`config.mk`:
```
export PLATFORM = sky130hd
export DESIGN_NAME = msg_packer
export DESIGN_NICKNAME = d
export VERILOG_FILES = /design/src/rtl/msg_packer.sv
export SDC_FILE = /design/constraint.sdc
export NUM_CORES = 2
export LEC_CHECK = 0
export BUFFER_PORTS_ARGS = -buffer_cell sky130_fd_sc_hd__buf_4
export CAP_MARGIN = 0
export CORE_AREA = 2 2 508 510
export CTS_BUF_LIST = sky130_fd_sc_hd__clkbuf_16
export DETAILED_ROUTE_END_ITERATION = 10
export DIE_AREA = 0 0 510 512
export GPL_TIMING_DRIVEN = 0
export MAX_ROUTING_LAYER = met4
export PLACE_DENSITY_LB_ADDON = 0.25
export SYNTH_ARGS = -nofsm -noshare
export SYNTH_HDL_FRONTEND = slang
export SYNTH_SLANG_ARGS = --single-unit
export TNS_END_PERCENT = 20
```
`constraint.sdc`:
```
create_clock -name clk -period 82.2 [get_ports clk]
set_input_delay 8.22 -clock clk [delete_from_list [all_inputs] [get_ports clk]]
set_output_delay 8.22 -clock clk [all_outputs]
set_load 0.03 [all_outputs]
```
`src/rtl/msg_packer.sv`:
```
// Byte-stream to flat message packer for the HDC classifier; msg_valid is seen the cycle after the in_last beat.
// in_ready drops while a packed message waits in HOLD for msg_ack; beats past MAX_LENGTH are accepted and discarded.
module msg_packer #(
  parameter int MAX_LENGTH = 160,
  parameter int CHAR_W     = 8
) (
  input  logic                         clk,
  input  logic                         reset,
  input  logic [CHAR_W-1:0]            in_char,
  input  logic                         in_valid,
  input  logic                         in_last,
  output logic                         in_ready,
  output logic [MAX_LENGTH*CHAR_W-1:0] msg,
  output logic [7:0]                   length,
  output logic                         msg_valid,
  input  logic                         msg_ack,
  output logic                         overflow
);

  typedef enum logic [1:0] {FILL, DROP, HOLD} state_e;

  localparam logic [7:0] MAX_L = 8'(MAX_LENGTH);

  state_e                         state_q, state_d;
  logic [7:0]                     count_q, count_d;
  logic [MAX_LENGTH*CHAR_W-1:0]   msg_q, msg_d;
  logic [7:0]                     len_q, len_d;
  logic                           ovf_q, ovf_d;
  logic                           live_q;
  logic                           beat;
  int                             wr_idx;

  always_ff @(posedge clk or posedge reset) begin
    if (reset) begin
      state_q <= FILL;
      count_q <= '0;
      msg_q   <= '0;
      len_q   <= '0;
      ovf_q   <= 1'b0;
      live_q  <= 1'b0;
    end else begin
      state_q <= state_d;
      count_q <= count_d;
      msg_q   <= msg_d;
      len_q   <= len_d;
      ovf_q   <= ovf_d;
      live_q  <= 1'b1;
    end
  end

  // live_q holds in_ready low until the first edge after reset is released.
  assign in_ready  = live_q && (state_q != HOLD);
  assign msg_valid = (state_q == HOLD);
  assign msg       = msg_q;
  assign length    = len_q;
  assign overflow  = ovf_q;
  assign beat      = in_valid && in_ready;

  always_comb begin
    state_d = state_q;
    count_d = count_q;
    msg_d   = msg_q;
    len_d   = len_q;
    ovf_d   = ovf_q;
    wr_idx  = int'(count_q) * CHAR_W;
    unique case (state_q)
      FILL: begin
        if (beat) begin
          if (count_q < MAX_L) msg_d[wr_idx +: CHAR_W] = in_char;
          count_d = count_q + 8'd1;
          if (in_last) begin
            len_d   = count_q + 8'd1;
            state_d = HOLD;
          end else if (count_q + 8'd1 == MAX_L) begin
            state_d = DROP;
          end
        end
      end
      DROP: begin
        // count_q stays saturated at MAX_LENGTH here.
        if (beat) begin
          ovf_d = 1'b1;
          if (in_last) begin
            len_d   = MAX_L;
            state_d = HOLD;
          end
        end
      end
      HOLD: begin
        if (msg_ack) begin
          msg_d   = '0;
          count_d = '0;
          len_d   = '0;
          ovf_d   = 1'b0;
          state_d = FILL;
        end
      end
      default: state_d = FILL;
    endcase
  end

endmodule

```
==> results.py <==
metrics = {
    "status": {
        "status": "complete, but fails checks",
        "violations": "DRC, capacitance limit, slew limit",
    },
    "route": {
        "drt-initial-drc-count": 3996,
        "avgRoutedWirePerCell_um": 39.56,
        "wl_met2_um": 172700,
        "post-route-drc-count": 8,
        "wl_um": 358800,
        "drtPass1Iterations": 10,
        "vias_per_cell": 4.954,
        "wl_met3_um": 30010,
        "num_vias": 44936,
        "wl_met1_um": 138900,
        "ant_nets": 0,
        "highest_layer": "met4",
    },
    "clock_network": {
        "h-tree-depth": 4,
        "cts_resized": 0,
        "clk_latency_ps": 830,
        "cts_max_path_buffers": 3,
        "cts-root-buf": "clkbuf_16",
        "clk_pin_slew_ps": 60,
        "post_cts_buffers": 0,
        "cts_tree": "done",
        "hold_buffers": 0,
        "cts_inserted_buffers": 158,
        "cts.sinks": 1300,
    },
    "sta": {
        "rsz0062_at_grt": "no",
        "skew_ps": 43.49,
        "slew_violations": 9,
        "period_minus_slack_ps": 12910,
        "tns_ps": 0,
        "fmax_mhz": 77.44,
        "relSlewSlack_pct": -2.973,
        "setup_viol": 0,
        "hold_viol": 0,
        "worst_pin_slew_ps": 1534,
        "period_share_pct": 15.71,
    },
    "run": {
        "max_cap_viol_count": 4,
    },
    "floorplan": {
        "die_w_um": 510,
        "initial_core_util_pct": 19.53,
        "die_h_um": 512,
        "dieArea_um2": 261100,
        "num_rows": 186,
        "ios": 1304,
        "fp.coreArea_um2": 255800,
    },
    "power_and_ir_drop": {
        "ir_drop_mv": 0.02277,
        "clkPwrFrac_pct": 34.9,
        "cellPowerDensity_nw_per_um2": 27.87,
        "p_comb_share_pct": 31.9,
        "power_w": 0.001961,
        "p_sw_w": 0.0008521,
        "seq_power_share_pct": 33.2,
        "p_leak_nw": 32.90,
        "swShare_pct": 43.44,
        "p_int_w": 0.001109,
    },
    "logic_synthesis": {
        "synthAdderAreaFrac_pct": 0.1753,
        "synth-seq-cells": 1300,
        "synth_edf_count": 0,
        "ys_seq_area_share_pct": 65.11,
        "synthesis.nets": 4040,
        "synthMostInstantiatedCell": "dfrtp_1",
        "synth_top_area_share_pct": 65.11,
        "synthMuxAreaShare_pct": 0.2755,
        "synth_xor_area_share_pct": 0.1753,
        "syn_area_um2": 49960,
        "yosys-top-cells-area": "dfrtp_1 65%, a22o_1 9.1%, o2bb2ai_1 6.5%",
        "synth-simple-area-share_pct": 8.056,
        "ys.flop_type": "dfrtp_1",
        "synthArstFlopShare_pct": 100.0,
        "synthCells": 4020,
        "netlist.top_cell.by_area": "dfrtp_1",
        "synth_top_family_by_area": "compound AO/OA/AOI/OAI gates",
        "synth_commonest_cells": "1300 x dfrtp_1, 518 x a22o_1, 475 x nand2_1, 370 x o2bb2ai_1, 188 x o21ai_0",
        "ys_types": 77,
        "synth_compound_area_share_pct": 24.04,
        "yosysWarnings": 0,
        "avgSynthCellArea_um2": 12.43,
    },
    "critical_path": {
        "slowest_stage": "clkbuf_1",
        "r2r_slack_ps": 75580,
        "reg2regPathDepth": 12,
        "critPathLaunch": "state_q[0]",
        "path_buf_inv": 6,
        "r2r_start": "count_q[0]",
        "critPathArrivalTime_ps": 4690,
        "crit_family": "buffers and inverters",
        "timing.critical_path.mode_cell": "clkbuf_1",
        "critPathCaptureType": "output pin",
        "crit_path_max_fanout": 11,
        "path_cells": "inv_1, ha_1, clkbuf_1, clkbuf_1, clkbuf_1, buf_1, nor2b_1, buf_4",
        "crit_required_ps": 73980,
        "slowest_delay_ps": 960,
        "r2r-end": "msg[147]",
        "critical_path_class": "reg -> out",
        "start_kind": "flip-flop",
    },
    "final_layout": {
        "final_nets": 5568,
        "syn2layout_area_growth_pct": 40.88,
        "drive_above_1_share_pct": 31.06,
        "fill_cells": 26845,
    },
    "global_routing": {
        "grt_max_degree": 124,
        "grt_pass1_wl_um": 462800,
        "grt_pass1_vias": 45119,
        "grtUsageTotal_pct": 27.46,
        "overflow": 0,
        "antenna_found_initial": 33,
    },
    "place": {
        "dpl.hpwl_um": 280300,
        "io_buffers": 1301,
        "gp_congestion": 0.9123,
    },
    "min_path": {
        "hold_class": "reg -> reg",
        "whs_endpoint": "msg[733]",
        "hold-path-cell-count": 2,
        "hp-start": "msg[733]",
    },
}
[cells by family (layout without fill, tap and decap cells)]
| family | after synthesis | after routing |
|---|---|---|
| mux | 13 | 13 |
| other cells | 1 | 20 |
| xor+xnor | 10 | 10 |
| simple gates | 918 | 918 |
| buf+inv | 264 | 1911 |
| flops | 1300 | 1300 |
| fa+ha+maj | 7 | 7 |
| compound gates | 1507 | 1507 |
[power groups by stage]
stage	logic [W]	clock network [W]	registers (W)
after global placement	0.000587	0	0.000665
after floorplan	0.000210	0	0.000672
final	0.000626	0.000685	0.000651
after global routing	0.000634	0.000727	0.000651
after CTS	0.000624	0.000704	0.000651
after detailed placement	0.000623	0	0.000662
[state kept, by name, summed over array words and instances (netlist names)]
signal and flops:
length 8, overflow 1, live_q 1, count_q 8, msg 1280, state_q 2
[through the flow]
step	hold slack, ps	instances	instance area, um^2	setup slack [ps]	utilization (%)
final	477.7	9070	70390	69290	27.52
after global routing	496.5	9060	70360	69130	27.51
after CTS	480.3	9050	70310	69150	27.49
after detailed placement	467.1	8771	65380	69150	25.56
after global placement	462.7	8705	63960	20930	25.01
after floorplan	518.8	4020	49960	37340	-
[per-layer routing]
metal	vias up	track usage, %
met5	-	-
met2	2363	44.66
li1	18415	-
met3	518	7.992
met1	23640	31.39
met4	0	11.62
[cell type report]
cell class	count	area [um^2]	area share [%]
diodes	19	47.55	0.06755
plain buffers	246	1052	1.495
clock buffers	158	3954	5.617
clock inverters	121	972.2	1.381
inverters	18	75.07	0.1067
multi-input cells	2456	16620	23.61
flip-flops and latches	1300	32530	46.22
well taps	3384	4234	6.015
repair buffers	1368	10900	15.49
[cells in the final DEF, fill, tap and decap left out, types with 42 or more instances in the layout]
cell type,synthesis,final
buf_4,2,1315
dfrtp_1,1300,1300
a22o_1,518,518
nand2_1,475,475
o2bb2ai_1,370,370
o21ai_0,188,186
nor2_1,186,182
clkbuf_16,0,158
clkbuf_1,178,147
a32o_1,105,105
o31ai_1,85,84
nor3_1,82,65
nand3_1,58,57
a21oi_1,60,54
inv_1,18,45
buf_2,40,42
[how the worst max path moves through the flow]
stage / end / depth (start not counted)
2_1_floorplan: count_q[0] / 1
3_3_place_gp: msg[474] / 2
3_5_place_dp: msg[499] / 7
4_1_cts: in_ready / 8
5_1_grt: in_ready / 8
6_report: in_ready / 8
[tightest hold or removal path, cell delays in order, from the launching register on]
cell and delay [ps]:
dfrtp_1 340, nand2_1 50, o21ai_0 60
No activity file was read; power rests on OpenSTA's default activity.
